===== config.mk =====
export PLATFORM = sky130hd
export DESIGN_NAME = gp_core_arbiter
export DESIGN_NICKNAME = d
export VERILOG_FILES = /design/src/rtl/gp_core_arbiter.sv
export SDC_FILE = /design/constraint.sdc
export NUM_CORES = 1
export LEC_CHECK = 0
export ABC_AREA = 1
export CAP_MARGIN = 0
export CORE_AREA = 2 2 255 257
export DETAILED_ROUTE_END_ITERATION = 12
export DIE_AREA = 0 0 257 259
export MAX_ROUTING_LAYER = met4
export PLACE_DENSITY = 0.54
export SLEW_MARGIN = 20
export SYNTH_ARGS = -nofsm -noshare
export SYNTH_HDL_FRONTEND = slang
export SYNTH_SLANG_ARGS = --single-unit

===== constraint.sdc =====
create_clock -name clk -period 2 [get_ports clk]
set_input_delay 0.2 -clock clk [delete_from_list [all_inputs] [get_ports clk]]
set_output_delay 0.2 -clock clk [all_outputs]
set_load 0.01 [all_outputs]

===== src/rtl/gp_core_arbiter.sv =====
// Two-requester front end for a single grasspopper core: issue register, owner tag FIFO, return.
// Optional build macro GP_ARB_STRICT_PRIO_EN selects fixed priority to requester 0.
module gp_core_arbiter #(
    parameter int unsigned DEPTH = 16
) (
    input  logic         clk,
    input  logic         rst,
    input  logic [1:0]   in_valid_i,
    input  logic [127:0] in_data0_i,
    input  logic [127:0] in_data1_i,
    output logic [1:0]   in_ready_o,
    output logic [127:0] core_data_o,
    output logic         core_request_o,
    output logic         core_ack_o,
    input  logic [127:0] core_data_i,
    input  logic         core_valid_i,
    input  logic         core_busy_i,
    output logic [127:0] out_data_o,
    output logic         out_valid_o,
    output logic         out_id_o,
    output logic         err_o
);

    localparam int unsigned PtrW = (DEPTH > 1) ? $clog2(DEPTH) : 1;
    localparam int unsigned CntW = $clog2(DEPTH) + 1;
    localparam logic [CntW-1:0] DepthC = CntW'(DEPTH);

    logic               iss_valid_q, iss_valid_d;
    logic [127:0]       iss_data_q, iss_data_d;
    logic               iss_id_q, iss_id_d;
    logic [DEPTH-1:0]   tag_mem_q, tag_mem_d;
    logic [PtrW-1:0]    wr_ptr_q, wr_ptr_d;
    logic [PtrW-1:0]    rd_ptr_q, rd_ptr_d;
    logic [CntW-1:0]    tag_count_q, tag_count_d;
    logic               out_valid_q, out_valid_d;
    logic [127:0]       out_data_q, out_data_d;
    logic               out_id_q, out_id_d;
    logic               err_q, err_d;

    logic               accept;
    logic               slot_free;
    logic [CntW-1:0]    inflight;
    logic [1:0]         grant_vec;
    logic               handshake;
    logic               grant_id;
    logic               push;
    logic               pop;
    logic               tag_empty;

`ifndef GP_ARB_STRICT_PRIO_EN
    logic               rr_q, rr_d;
`endif

    assign accept    = iss_valid_q && !core_busy_i;
    assign inflight  = tag_count_q + CntW'(iss_valid_q);
    // Credit uses registered counts only; a pop in this cycle frees a slot next cycle.
    assign slot_free = (!iss_valid_q || accept) && (inflight < DepthC);
    assign tag_empty = (tag_count_q == '0);
    assign push      = accept;
    assign pop       = core_valid_i && !tag_empty;

    always_comb begin
        grant_vec = 2'b00;
        if (slot_free) begin
`ifdef GP_ARB_STRICT_PRIO_EN
            if (in_valid_i[0]) begin
                grant_vec = 2'b01;
            end else if (in_valid_i[1]) begin
                grant_vec = 2'b10;
            end
`else
            unique case (in_valid_i)
                2'b01:   grant_vec = 2'b01;
                2'b10:   grant_vec = 2'b10;
                2'b11:   grant_vec = rr_q ? 2'b10 : 2'b01;
                default: grant_vec = 2'b00;
            endcase
`endif
        end
    end

    // Ready is only raised towards a valid requester, so any ready bit is a handshake.
    assign handshake = |grant_vec;
    assign grant_id  = grant_vec[1];

    always_comb begin
        iss_valid_d = iss_valid_q;
        iss_data_d  = iss_data_q;
        iss_id_d    = iss_id_q;
        if (handshake) begin
            iss_valid_d = 1'b1;
            iss_data_d  = grant_id ? in_data1_i : in_data0_i;
            iss_id_d    = grant_id;
        end else if (accept) begin
            iss_valid_d = 1'b0;
        end
    end

`ifndef GP_ARB_STRICT_PRIO_EN
    always_comb begin
        rr_d = rr_q;
        if (handshake) begin
            rr_d = !grant_id;
        end
    end
`endif

    always_comb begin
        tag_mem_d   = tag_mem_q;
        wr_ptr_d    = wr_ptr_q;
        rd_ptr_d    = rd_ptr_q;
        tag_count_d = tag_count_q;
        if (push) begin
            tag_mem_d[wr_ptr_q] = iss_id_q;
            wr_ptr_d            = wr_ptr_q + PtrW'(1);
        end
        if (pop) begin
            rd_ptr_d = rd_ptr_q + PtrW'(1);
        end
        unique case ({push, pop})
            2'b10:   tag_count_d = tag_count_q + CntW'(1);
            2'b01:   tag_count_d = tag_count_q - CntW'(1);
            default: tag_count_d = tag_count_q;
        endcase
    end

    always_comb begin
        out_valid_d = core_valid_i;
        out_data_d  = core_valid_i ? core_data_i : '0;
        out_id_d    = pop ? tag_mem_q[rd_ptr_q] : 1'b0;
        err_d       = err_q || (core_valid_i && tag_empty);
    end

    always_ff @(posedge clk) begin
        if (rst) begin
            iss_valid_q <= 1'b0;
            iss_data_q  <= '0;
            iss_id_q    <= 1'b0;
            tag_mem_q   <= '0;
            wr_ptr_q    <= '0;
            rd_ptr_q    <= '0;
            tag_count_q <= '0;
            out_valid_q <= 1'b0;
            out_data_q  <= '0;
            out_id_q    <= 1'b0;
            err_q       <= 1'b0;
        end else begin
            iss_valid_q <= iss_valid_d;
            iss_data_q  <= iss_data_d;
            iss_id_q    <= iss_id_d;
            tag_mem_q   <= tag_mem_d;
            wr_ptr_q    <= wr_ptr_d;
            rd_ptr_q    <= rd_ptr_d;
            tag_count_q <= tag_count_d;
            out_valid_q <= out_valid_d;
            out_data_q  <= out_data_d;
            out_id_q    <= out_id_d;
            err_q       <= err_d;
        end
    end

`ifndef GP_ARB_STRICT_PRIO_EN
    always_ff @(posedge clk) begin
        if (rst) begin
            rr_q <= 1'b0;
        end else begin
            rr_q <= rr_d;
        end
    end
`endif

    assign in_ready_o     = grant_vec;
    assign core_request_o = iss_valid_q;
    assign core_data_o    = iss_data_q;
    assign core_ack_o     = out_valid_q;
    assign out_valid_o    = out_valid_q;
    assign out_data_o     = out_data_q;
    assign out_id_o       = out_id_q;
    assign err_o          = err_q;

endmodule

# Word-level counts from Yosys, hierarchy flattened
# Index checks and enable logic that the tools add are counted.
# op_classes
n_addsub,5
multipliers,0
n_lt_le_gt_ge,4
reduce_logical,17
shifts,0
div_mod_pow,0
n_eq_ne,5
bitwise,2
mux,12
# ops
cell,count
two-way mux 128 bit,1
bitwise mux 16 bit,1
< comparator 4 x 5 -> 1 bit (second input constant),2
case mux 5 bit (2 select lines),1
adder 4 x 1 -> 4 bit (second input constant),2
equality test 2 bit (second input constant),3
case mux 2 bit (3 select lines),1
OR reduction 2 bit,3
adder 5 x 1 -> 5 bit,1
adder 5 x 1 -> 5 bit (second input constant),1
logical AND 1 bit,5
logical NOT 5 bit,1
< comparator 5 bit (second input constant),1
subtractor 5 x 1 -> 5 bit (second input constant),1
binary-select mux 1 bit (select 4 bit),1
demux 1 bit (select 4 bit),1
equality test 2 x 1 -> 1 bit (second input constant),2
>= comparator 4 x 1 -> 1 bit (second input constant),1
logical NOT 1 bit,4
two-way mux 1 bit,4
two-way mux 2 bit,2
nonzero test 2 bit,2
logical OR 1 bit,2
NOT 1 bit,2
# totals
output_inout_bits,263
mem_bits_ro,0
register_bits,291
latchBits,0
in_bits,390
wordCells,57
mem_count,0
mem_bits_rw,0

# Logic depth before layout (Yosys ltp)
# Gate-level depths: netlist of run 1.
# logic_depth
word_depth,7
ltp_mapped,16
mapped_depth_nobuf,15

# Worst setup path before layout of run 1
# Ideal clock, no wire load.
# synth_path
path_kind,flip-flop to flip-flop
start,reg iss_valid_q (netlist: core_request_o)
end,reg tag_count_q[4]
slack_ps,-61
synth_period_minus_slack_ps,2061
path_buffers,1
path_stages_with_launch,16
t_required_ps,1868
arrival_time_ps,1929
cell_sequence,dfxtp_1 -> inv_1 -> nor2_1 -> inv_1 -> ha_1 -> clkbuf_1 -> xor2_1 -> ha_1 -> inv_1 -> nand2_1 -> nand3_1 -> nand2_1 -> nand2_1 -> nand2_1 -> nand2_1 -> a21oi_1
# synth_between
elab_chain_len,3
elab_cells_between_ends,5
cone_classes,eq/ne: 2; mux: 1; reduce/logical: 2
# synth_lines
item,line,source
start: declaration,28,"logic iss_valid_q, iss_valid_d;"
start signal: assignment,148,iss_valid_q <= iss_valid_d;
logical AND 1 bit (*),54,assign accept = iss_valid_q && !core_busy_i;
equality test 2 x 1 -> 1 bit or equality test 2 bit (tied branches),120,"unique case ({push, pop})"
case mux 5 bit (2 select lines) or nonzero test 2 bit (tied branches),n/a,
end signal: assignment,154,tag_count_q <= tag_count_d;
end: declaration,34,"logic [CntW-1:0] tag_count_q, tag_count_d;"
# Every way passes the cells marked *; elsewhere a longest branch is shown, timed or not.
# A chain may end at the register's enable or synchronous reset.

# Worst setup path in the final report of run 1
# layout_path
start,reg tag_count_q[2]
end,out in_ready_o[1]
# layout_between
elab_chain_len,4
# layout_lines
item,line,source
adder 5 x 1 -> 5 bit,55,assign inflight = tag_count_q + CntW'(iss_valid_q);
< comparator 5 bit,57,assign slot_free = (!iss_valid_q || accept) && (inflight < DepthC);
logical AND 1 bit,57,
two-way mux 2 bit,64,if (slot_free) begin
end: declaration,11,"output logic [1:0] in_ready_o,"
# No other way between the ends.

==> results of run 1 <==
path summary, 6_finish.rpt:
path	to	cells after the start	startpoint	slack [ns]
worst max register to register	tag_count_q[3]	14	tag_count_q[2]	0.07
worst min-delay path	out_data_o[59]	3	core_data_i[59]	0.16
worst min register to register	err_o	2	err_o	0.46
worst max-delay path	in_ready_o[1]	9	tag_count_q[2]	0.06
cells in the mapped netlist:
library cell  count  area (µm²)
xor2_1            4       35.03
nor3_1            2       10.01
nand3_1          31       155.2
a22oi_1           1       7.510
buf_2            28       140.1
clkbuf_1         37       138.9
buf_1             5       18.77
nor4_1            1       6.260
inv_1           300        1126
buf_4            11       82.58
nor2_1          523        1963
dfxtp_1         291        5826
inv_2             1       3.750
buf_6            28       315.3
o211ai_1          4       30.03
nand2_1         423        1588
nand4_2           1       12.51
nand2_4           1       11.26
nand3b_1        128       960.9
nand2_2           1       6.260
o21ai_0          29       145.1
nand4_4           1       21.27
a211oi_1          1       7.510
nand3_2           1       10.01
nor2_2            1       6.260
a21boi_0          2       15.01
a21oi_1          33       165.2
ha_1              8       100.1
final cells by class:
type,count,area (µm²)
fill,6766,41190
timing repair buffer,770,7880
sequential,291,5832
multi-input combinational,1196,5421
clock buffer,54,1144
inverter,301,1135
tap,855,1070
clock inverter,14,173.9
antenna,14,35.03
per-layer routing:
metal | share of wire | vias to the layer above | global-route usage
met3 | 0.077 | 96 | 0.05048
met5 | 0 | - | -
li1 | - | 7029 | -
met1 | 0.39 | 5877 | 0.1650
met2 | 0.50 | 442 | 0.2733
met4 | 0.033 | 0 | 0.05346
layout by cell type, fill, tap and decap left out, drive strengths merged:
| cell | n |
|---|---|
| a22oi | 1 |
| nand3b | 128 |
| ha | 8 |
| nor3 | 2 |
| o21ai | 29 |
| nor2 | 524 |
| nand4 | 2 |
| a21oi | 33 |
| clkinvlp | 1 |
| clkinv | 7 |
| diode | 14 |
| nand3 | 32 |
| a211oi | 1 |
| bufinv | 3 |
| nor4 | 1 |
| clkdlybuf4s50 | 650 |
| a21boi | 2 |
| buf | 112 |
| clkbuf | 61 |
| xor2 | 4 |
| nand2 | 425 |
| o211ai | 4 |
| dfxtp | 291 |
| inv | 304 |
| clkdlybuf4s15 | 1 |
flip-flops by register name, summed over array words and instances (netlist names):
register / flops
wr_ptr_q: 4
err_o: 1
tag_count_q: 5
core_data_o: 128
iss_id_q: 1
out_data_o: 128
tag_mem_q: 16
core_request_o: 1
out_id_o: 1
core_ack_o: 1
rr_q: 1
rd_ptr_q: 4
critical path: cells and delay by family, from the launching register on:
kind / cells / cell delay (ns)
flip-flops: 1 / 0.35
buffers and inverters: 5 / 0.52
AND/OR/NAND/NOR: 4 / 0.31
through the flow:
step | total power [mW] | TNS, ns | cells | area (µm²) | hold slack (ns)
after floorplan | 12.17 | 0 | 1897 | 12910 | 0.2785
after global placement | 16.72 | -3.850 | 3388 | 20750 | 0.4402
after detailed placement | 16.70 | -5.541 | 3388 | 20750 | 0.4453
after CTS | 24.13 | -0.01058 | 3458 | 22090 | 0.1194
after global routing | 26.55 | -0.2812 | 3492 | 22680 | 0.1367
final | 24.94 | 0 | 3495 | 22690 | 0.1593
power breakdown:
| group | switching (mW) | leakage, nW | total, mW | internal, mW |
|---|---|---|---|---|
| Sequential | 0.541 | 2.40 | 7.35 | 6.81 |
| Combinational | 5.11 | 7.65 | 10.4 | 5.28 |
| Clock | 2.81 | 0.650 | 7.20 | 4.39 |
| Total | 8.46 | 10.7 | 24.9 | 16.5 |
cells by family (layout without fill, tap and decap cells):
| kind of cell | after synthesis | after routing |
|---|---|---|
| compound gates | 70 | 70 |
| xor+xnor | 4 | 4 |
| fa+ha+maj | 8 | 8 |
| buf+inv | 410 | 1139 |
| flops | 291 | 291 |
| other cells | 0 | 14 |
| simple gates | 1114 | 1114 |
what timing repair did:
action / in CTS / in global routing
buffers inserted: 2 / 12
cloned: 0 / 11
endpoints found under the setup margin: 5 / 102
pin swaps: 1 / 18
gates resized for setup: 10 / 68
==> results_dict.tcl, run 1 <==
set metrics [dict create \
    ant_nets 0 \
    finClkSkew_ns 0.02037 \
    antenna_found_initial 13 \
    yosysWarnings 0 \
    cts_max_path_buffers 3 \
    setup_violations 0 \
    htree_levels 2 \
    worstPathArrival_ns 1.74 \
    worstSetupPathType "flip-flop to output pin" \
    rows 93 \
    synth-compound-area-share 0.02869 \
    syn_area_per_cell_um2 6.804 \
    numCtsBuffers 39 \
    yosys.area_share.simple 0.3681 \
    start_util 0.2020 \
    place_worst_setup_slack_ns -0.1808 \
    viasPerCell 3.847 \
    grt_pass1_vias 13000 \
    power.density_nw_per_um2 1099 \
    core-area_um2 63880 \
    status "complete, no violations" \
    leakage_nw 10.70 \
    synthToLayoutAreaGrowth_pct 75.79 \
    maxCapViolations 0 \
    synth-seq-area-share 0.4513 \
    tightest_slew_ns 0.6010 \
    portBuffers 652 \
    synth_area_um2 12910 \
    ys_ff_latch 291 \
    drt_iter0_drc 590 \
    final_core_util 0.3552 \
    synth_xor_area_frac 0.002714 \
    grt_first_pass_wirelength_um 77070 \
    cts_sinks 291 \
    finalHoldViolCount 0 \
    wl_per_cell_um 16.04 \
    cp_slowest_cell "dfxtp_2" \
    dieArea_um2 66560 \
    grt_overflow_total 0 \
    clk_latency_ns 0.56 \
    synthDistinctLibCells 28 \
    end_kind "output pin" \
    die_x_um 257 \
    worstPathRequired_ns 1.80 \
    post-route-drc-count 0 \
    gp_congestion 0.8476 \
    grt_setup_unrepaired "true" \
    cts.reportedPaths.clkPinSlew_ns 0.06 \
    die_h_um 259 \
    irDropWorstVdd_uv 657.2 \
    drive_gt1_frac 0.08949 \
    nets 2997 \
    final_max_slew_viol_count 0 \
    synthMuxAreaShare 0 \
    min_path_type "input port to flip-flop" \
    cts-root-buf "clkbuf_16" \
    drtPass1Iterations 5 \
    post-route-min-period_ns 1.939 \
    fmax_mhz 515.8 \
    wl_um 56050 \
    grt_max_degree 79 \
    path_cells "buf_6 > nand2_1 > inv_2 > nand2_2 > nand2_4 > nand4_4 > buf_4 > inv_2 > buf_2" \
    crit_path_frequent_cell "inv_2" \
    hpwl_um 40690 \
    grtUsageTotal 0.1560 \
    period_share 0.9693 \
    dr_total_vias 13440 \
    synth_top_family_by_area "simple AND/OR/NAND/NOR gates" \
    cts_tree "done" \
    synth_nets 2295 \
    max_slew_margin 0.5988 \
    cts_hold_buffers 0 \
    worstPathMaxFanout 4 \
    synth_cells 1897 \
    slowest_delay_ns 0.35 \
    crit_path_start_kind "flip-flop" \
    synth_fa_ha_area_frac 0.007755 \
    num_io_pins 653 \
    final.setup.worst_slack_ns 0.06142 \
]
Power figures use the tool's default switching activity.
==> run 2, diff against run 1 <==
ABC_AREA = default   (was 1)
CORE_AREA = 2 2 258 260   (was 2 2 255 257)
DIE_AREA = 0 0 260 262   (was 0 0 257 259)
PLACE_DENSITY = 0.51   (was 0.54)
==> run 2 against run 1 <==
  * The run now ends with negative setup slack left
  * Area after synthesis shrank 8.7%
  * Sequential cell count is the same
  * Sequential power shrank 2%
  * Largest cell class unchanged
  * Largest power group unchanged
==> results_dict.tcl, run 2 <==
set metrics [dict create \
    top_layer "met4" \
    netlist_top_cells_area "dfxtp_1 (49%), a211oi_2 (13%), mux2i_1 (12%)" \
    dieArea_um2 68120 \
    end_kind "flip-flop" \
    period_share 1.186 \
    rows 94 \
    grt_setup_unrepaired "true" \
    status "finished with violations" \
    synth.most_common_cell "dfxtp_1" \
    dr_total_vias 10790 \
    yosys.area.top_type "dfxtp_1" \
    wl_um 49560 \
    synthArstFlopShare 0 \
    wl_met3_um 4946 \
    drtPass1Iterations 4 \
    portBuffers 652 \
    htree_levels 2 \
    synth_ff_type "dfxtp_1" \
    worstPathArrival_ns 2.81 \
    viasPerCell 4.056 \
    crit_path_start_kind "flip-flop" \
    synth_cells 1076 \
    grt_pass1_vias 11290 \
    final_cell_mix "clkdlybuf4s50_1 (647), dfxtp_1 (288), mux2i_1 (137)" \
    synth-seq-area-share 0.4943 \
    synthTopCellsByCount "dfxtp_1 (291), mux2i_1 (137), nor3_1 (130)" \
    post-route-min-period_ns 2.373 \
    grt_max_degree 91 \
    max_slew_margin 0.5229 \
    num_io_pins 653 \
    drt_iter0_drc 330 \
    cts_tree "done" \
    synthDistinctLibCells 48 \
    ant_nets 0 \
    violations "negative setup slack" \
    min_path_type "input port to flip-flop" \
    die_h_um 262 \
    maxCapViolations 0 \
    wl_met1_um 18240 \
    fmax_mhz 421.4 \
    final_max_slew_viol_count 0 \
    gp_congestion 0.7796 \
    synth_nets 1474 \
    cts_sinks 291 \
    irDropWorstVdd_uv 515.1 \
    hpwl_um 38850 \
    wl_per_cell_um 18.62 \
    setup_violations 6 \
    ys_ff_latch 291 \
    numCtsBuffers 35 \
    final.setup.worst_slack_ns -0.3729 \
    synth_top_cell_area_share 0.4943 \
    cts_max_path_buffers 3 \
    post-route-drc-count 0 \
    clk_latency_ns 0.54 \
    core-area_um2 65280 \
    finalPower_mw 21.80 \
    die_x_um 260 \
    grt_first_pass_wirelength_um 68790 \
    finalHoldViolCount 0 \
    yosysWarnings 0 \
    synth_area_um2 11790 \
    grtUsageTotal 0.1371 \
    worstPathRequired_ns 2.43 \
    power.density_nw_per_um2 1025 \
    tightest_slew_ns 0.7156 \
    leakage_nw 8.210 \
    fin_setup_tns_ns -1.177 \
    cts.reportedPaths.clkPinSlew_ns 0.06 \
    nets 2165 \
    wl_met2_um 24720 \
    grt_overflow_total 0 \
    finClkSkew_ns 0.01771 \
    worstSetupPathType "flip-flop to flip-flop" \
    worstPathMaxFanout 3 \
    syn_area_per_cell_um2 10.95 \
    synth_edf_count 0 \
    synthToLayoutAreaGrowth_pct 80.52 \
    drive_gt1_frac 0.1764 \
    antenna_found_initial 10 \
    layout_commonest_cell "clkdlybuf4s50_1" \
    start_util 0.1805 \
    cts-root-buf "clkbuf_16" \
    place_worst_setup_slack_ns -0.3340 \
]
run 2: cell types whose count changed in the layout (fill, tap and decap cells not counted), sizes merged, moves of 11 or more:
cell    previous run  this run
nor2             524        31
clkbuf            61        50
nor3               2       130
nand3b           128         4
inv              304        10
a211oi             1       131
mux2i              0       137
and2               0       128
a21oi             33        18
nand3             32         7
o21ai             29        17
nand2            425        13
run 2: layout make-up:
class / count / area (µm²)
diodes: 6 / 15.01
repair buffers: 756 / 7605
inverters: 8 / 30.03
flip-flops and latches: 291 / 5829
clock buffers: 47 / 1002
fillers: 6631 / 44000
clock inverters: 14 / 193.9
well taps: 864 / 1081
multi-input cells: 675 / 5518
run 2: critical path, stage by stage, from the launching register on:
cell and delay, ns:
dfxtp_2 0.32, or4_4 0.54, o21ai_4 0.15, inv_2 0.07
ha_4 0.17, xor2_2 0.14, ha_2 0.18, a21oi_4 0.14
buf_6 0.13, a22oi_2 0.09, a221oi_2 0.25, nand2b_1 0.07
run 2: final timing paths:
check	endpoint	slack, ns	cells past startpoint	from
setup / recovery	tag_count_q[4]	-0.37	11	tag_count_q[0]
hold reg to reg	tag_mem_q[7]	0.47	2	tag_mem_q[7]
setup reg to reg	tag_count_q[4]	-0.37	11	tag_count_q[0]
hold / removal	tag_count_q[2]	0.02	2	rst
run 2: report_power, final:
part	internal [mW]	switching, mW	total, mW
clock network	3.95	2.64	6.58
logic	4.39	3.64	8.03
registers	6.67	0.506	7.18
total	15.0	6.79	21.8
run 2: repair_timing:
action,CTS,global route
endpoints found under the setup margin,32,62
resized for setup,24,26
gates cloned,0,3
buffers inserted,1,11
hold endpoints to repair,6,0
pin swaps,5,8
run 2: cells by family (layout without fill, tap and decap cells):
logic type,after synthesis,after routing,share of synthesized area
fa+ha+maj,8,8,0.008494
mux,143,143,0.1259
other cells,0,6,0
simple gates,335,335,0.1559
xor+xnor,9,9,0.006689
compound gates,180,180,0.1597
buf+inv,110,825,0.04905
flops,291,291,0.4943
run 2: stage by stage:
stage	area, µm²	utilization	std cells	hold slack [ns]
after global placement	19750	0.3026	2579	0.4576
after floorplan	11840	-	1076	0.3217
after global routing	21270	0.3259	2661	0.009280
after detailed placement	19750	0.3026	2579	0.4662
final	21270	0.3259	2661	0.01855
after CTS	21010	0.3219	2641	-0.01392
run 2: metal layers:
metal  vias up  track usage
met3        71      0.04996
met4         0      0.05045
met2       493       0.2385
li1       5204            -
met1      5026       0.1416
met5         -            -
==> edit: new RTL, config.mk and constraints of run 2 <==
Reset style: asynchronous (`rst`), changed in 2 clocked blocks.
--- a/src/rtl/gp_core_arbiter.sv
+++ b/src/rtl/gp_core_arbiter.sv
@@ -133,3 +133,3 @@
 
-    always_ff @(posedge clk) begin
+    always_ff @(posedge clk or posedge rst) begin
         if (rst) begin
@@ -162,3 +162,3 @@
 `ifndef GP_ARB_STRICT_PRIO_EN
-    always_ff @(posedge clk) begin
+    always_ff @(posedge clk or posedge rst) begin
         if (rst) begin
Function: differs if rst is asserted again (counterexample within 4 cycles, from zero or initial values and one cycle with rst high); with rst held inactive, the same outputs for 4 cycles.
==> edit against run 2 <==
  * The flow still finishes with violations (setup timing)
  * Worst setup slack improved by 190 ps
  * Largest cell class is now flip-flops and latches
  * Highest routed layer unchanged
  * Non-clock buffer count decreased by 25
  * Power grew 22%
  * Synthesized cell count decreased by 21%
  * Sequential cell count is the same
  * Combinational power grew 42%
  * Design area rose by 2.8%
  * Critical endpoint is now tag_count_q[4]$_DFFE_PP0P_
  * Wire length is 16% lower
  * Largest power group unchanged
  * Area after synthesis is 7.7% higher
==> edit: results (changes against run 2) <==
| Metric | Value |
|---|---|
| WL met2 | `21750 um (-12%)` |
| Inserted Diodes | `2 (-4)` |
| List of most frequent post-synthesis cells | `dfrtp_1 (291), mux2_2 (166), and2_1 (129), mux2_4 (100), clkbuf_1 (33)` |
| Count of flip-flops and latches | `291 (unchanged)` |
| Xor/xnor share of the synthesized area | `0.008279 (+0.001591)` |
| Sequential share of cell area | `0.3330 (+0.05902)` |
| Outcome | `complete, but fails checks` |
| Max Clock Skew | `11.78 ps (-5.931 ps)` |
| Pin slew with the least headroom to its limit | `614.6 ps (-100.9 ps)` |
| Failing checks | `setup timing` |
| Nonclk buf count | `731 (-3.3%)` |
| Invs w/o clock | `9 (+1)` |
| Largest net degree at the start of global routing | `82 (-9.9%)` |
| Met3 GRT Util | `0.04070 (-0.009259)` |
| Ys flop type | `dfrtp_1` |
| Lkg Pwr | `0.009215 uW (+12%)` |
| Inst Count DP | `2389 (-7.4%)` |
| Worst path slowest cell | `dfrtp_1` |
| Via density per instance | `3.760 (-7.3%)` |
| FF-to-FF Start | `tag_count_q[2]$_DFFE_PP0P_` |
| Dpl cell area | `20600 um^2 (+4.3%)` |
| Clock network area share | `0.05316 (-0.003067)` |
| Final worst slack | `-179.7 ps (+193.2 ps)` |
| Post-cts gate resize count | `10 (-58%)` |
| Met1 wire length | `15200 um (-17%)` |
| Area grow syn2layout | `72.25%` |
| Asr flop ratio synth | `1.000 (+1.000)` |
| Max stage delay on crit path | `390 ps (-150 ps)` |
| First-pass GRT wire length | `60060 um (-13%)` |
| Seq/Total Area, Yosys | `0.5736 (+0.07931)` |
| Final WL | `41870 um (-16%)` |
| Wire length on met3 | `4031 um (-18%)` |
| Multi-input logic cell count | `500 (-26%)` |
| Area of the multi-input gates | `5054 um^2 (-8.4%)` |
| 1st-pass router iterations | `7 (+3)` |
| Final GP Congestion | `0.8059 (+3.4%)` |
| Max VDD drop | `654.9 uV (+27%)` |
| Top post-synthesis cells by area | `dfrtp_1 (57%), mux2_2 (15%), mux2_4 (12%)` |
| Setup Buffers After CTS | `4 (+3)` |
| Syn Inst Count | `853 (-21%)` |
| Initial drt markers | `194 (-41%)` |
| Final HPWL from detailed placement | `32710 um (-16%)` |
| Endpoints failing setup | `128 (+122)` |
| Signal buf overhead | `0.3313 (-0.02615)` |
| Fraction of layout cells with a size suffix above 1 | `0.2655 (+0.08910)` |
| Place WS | `-324.9 ps (+9.129 ps)` |
| Vias | `9246 (-14%)` |
| Clock buffer count | `50 (+6.4%)` |
| Netlist cell types | `40 (-17%)` |
[edit: changes by cell type after synthesis, sizes merged, moves of 41 or more]
cell	before	now
mux2	2	275
dfxtp	291	0
a211oi	131	0
nor3	130	5
dfrtp	0	291
buf	61	20
mux2i	137	5
[edit: report_power, final]
part	internal (uW)	switching (uW)	leakage, uW	total [uW]
combinational	7230	4180	0.00507	11400
clock	3900	2500	0.000564	6390
sequential	7720	1160	0.00358	8870
total	18800	7840	0.00922	26700
[edit: path summary, 6_finish.rpt]
check                                               end  slack, ps
setup / recovery             tag_count_q[4]$_DFFE_PP0P_       -180
setup reg to reg             tag_count_q[4]$_DFFE_PP0P_       -180
max in group asynchronous  core_data_o[125]$_DFFE_PP0P_       1310
hold reg to reg                         err_o$_DFF_PP0_        480
hold / removal                out_data_o[111]$_DFF_PP0_         60
min in group clk                   core_ack_o$_DFF_PP0_        130
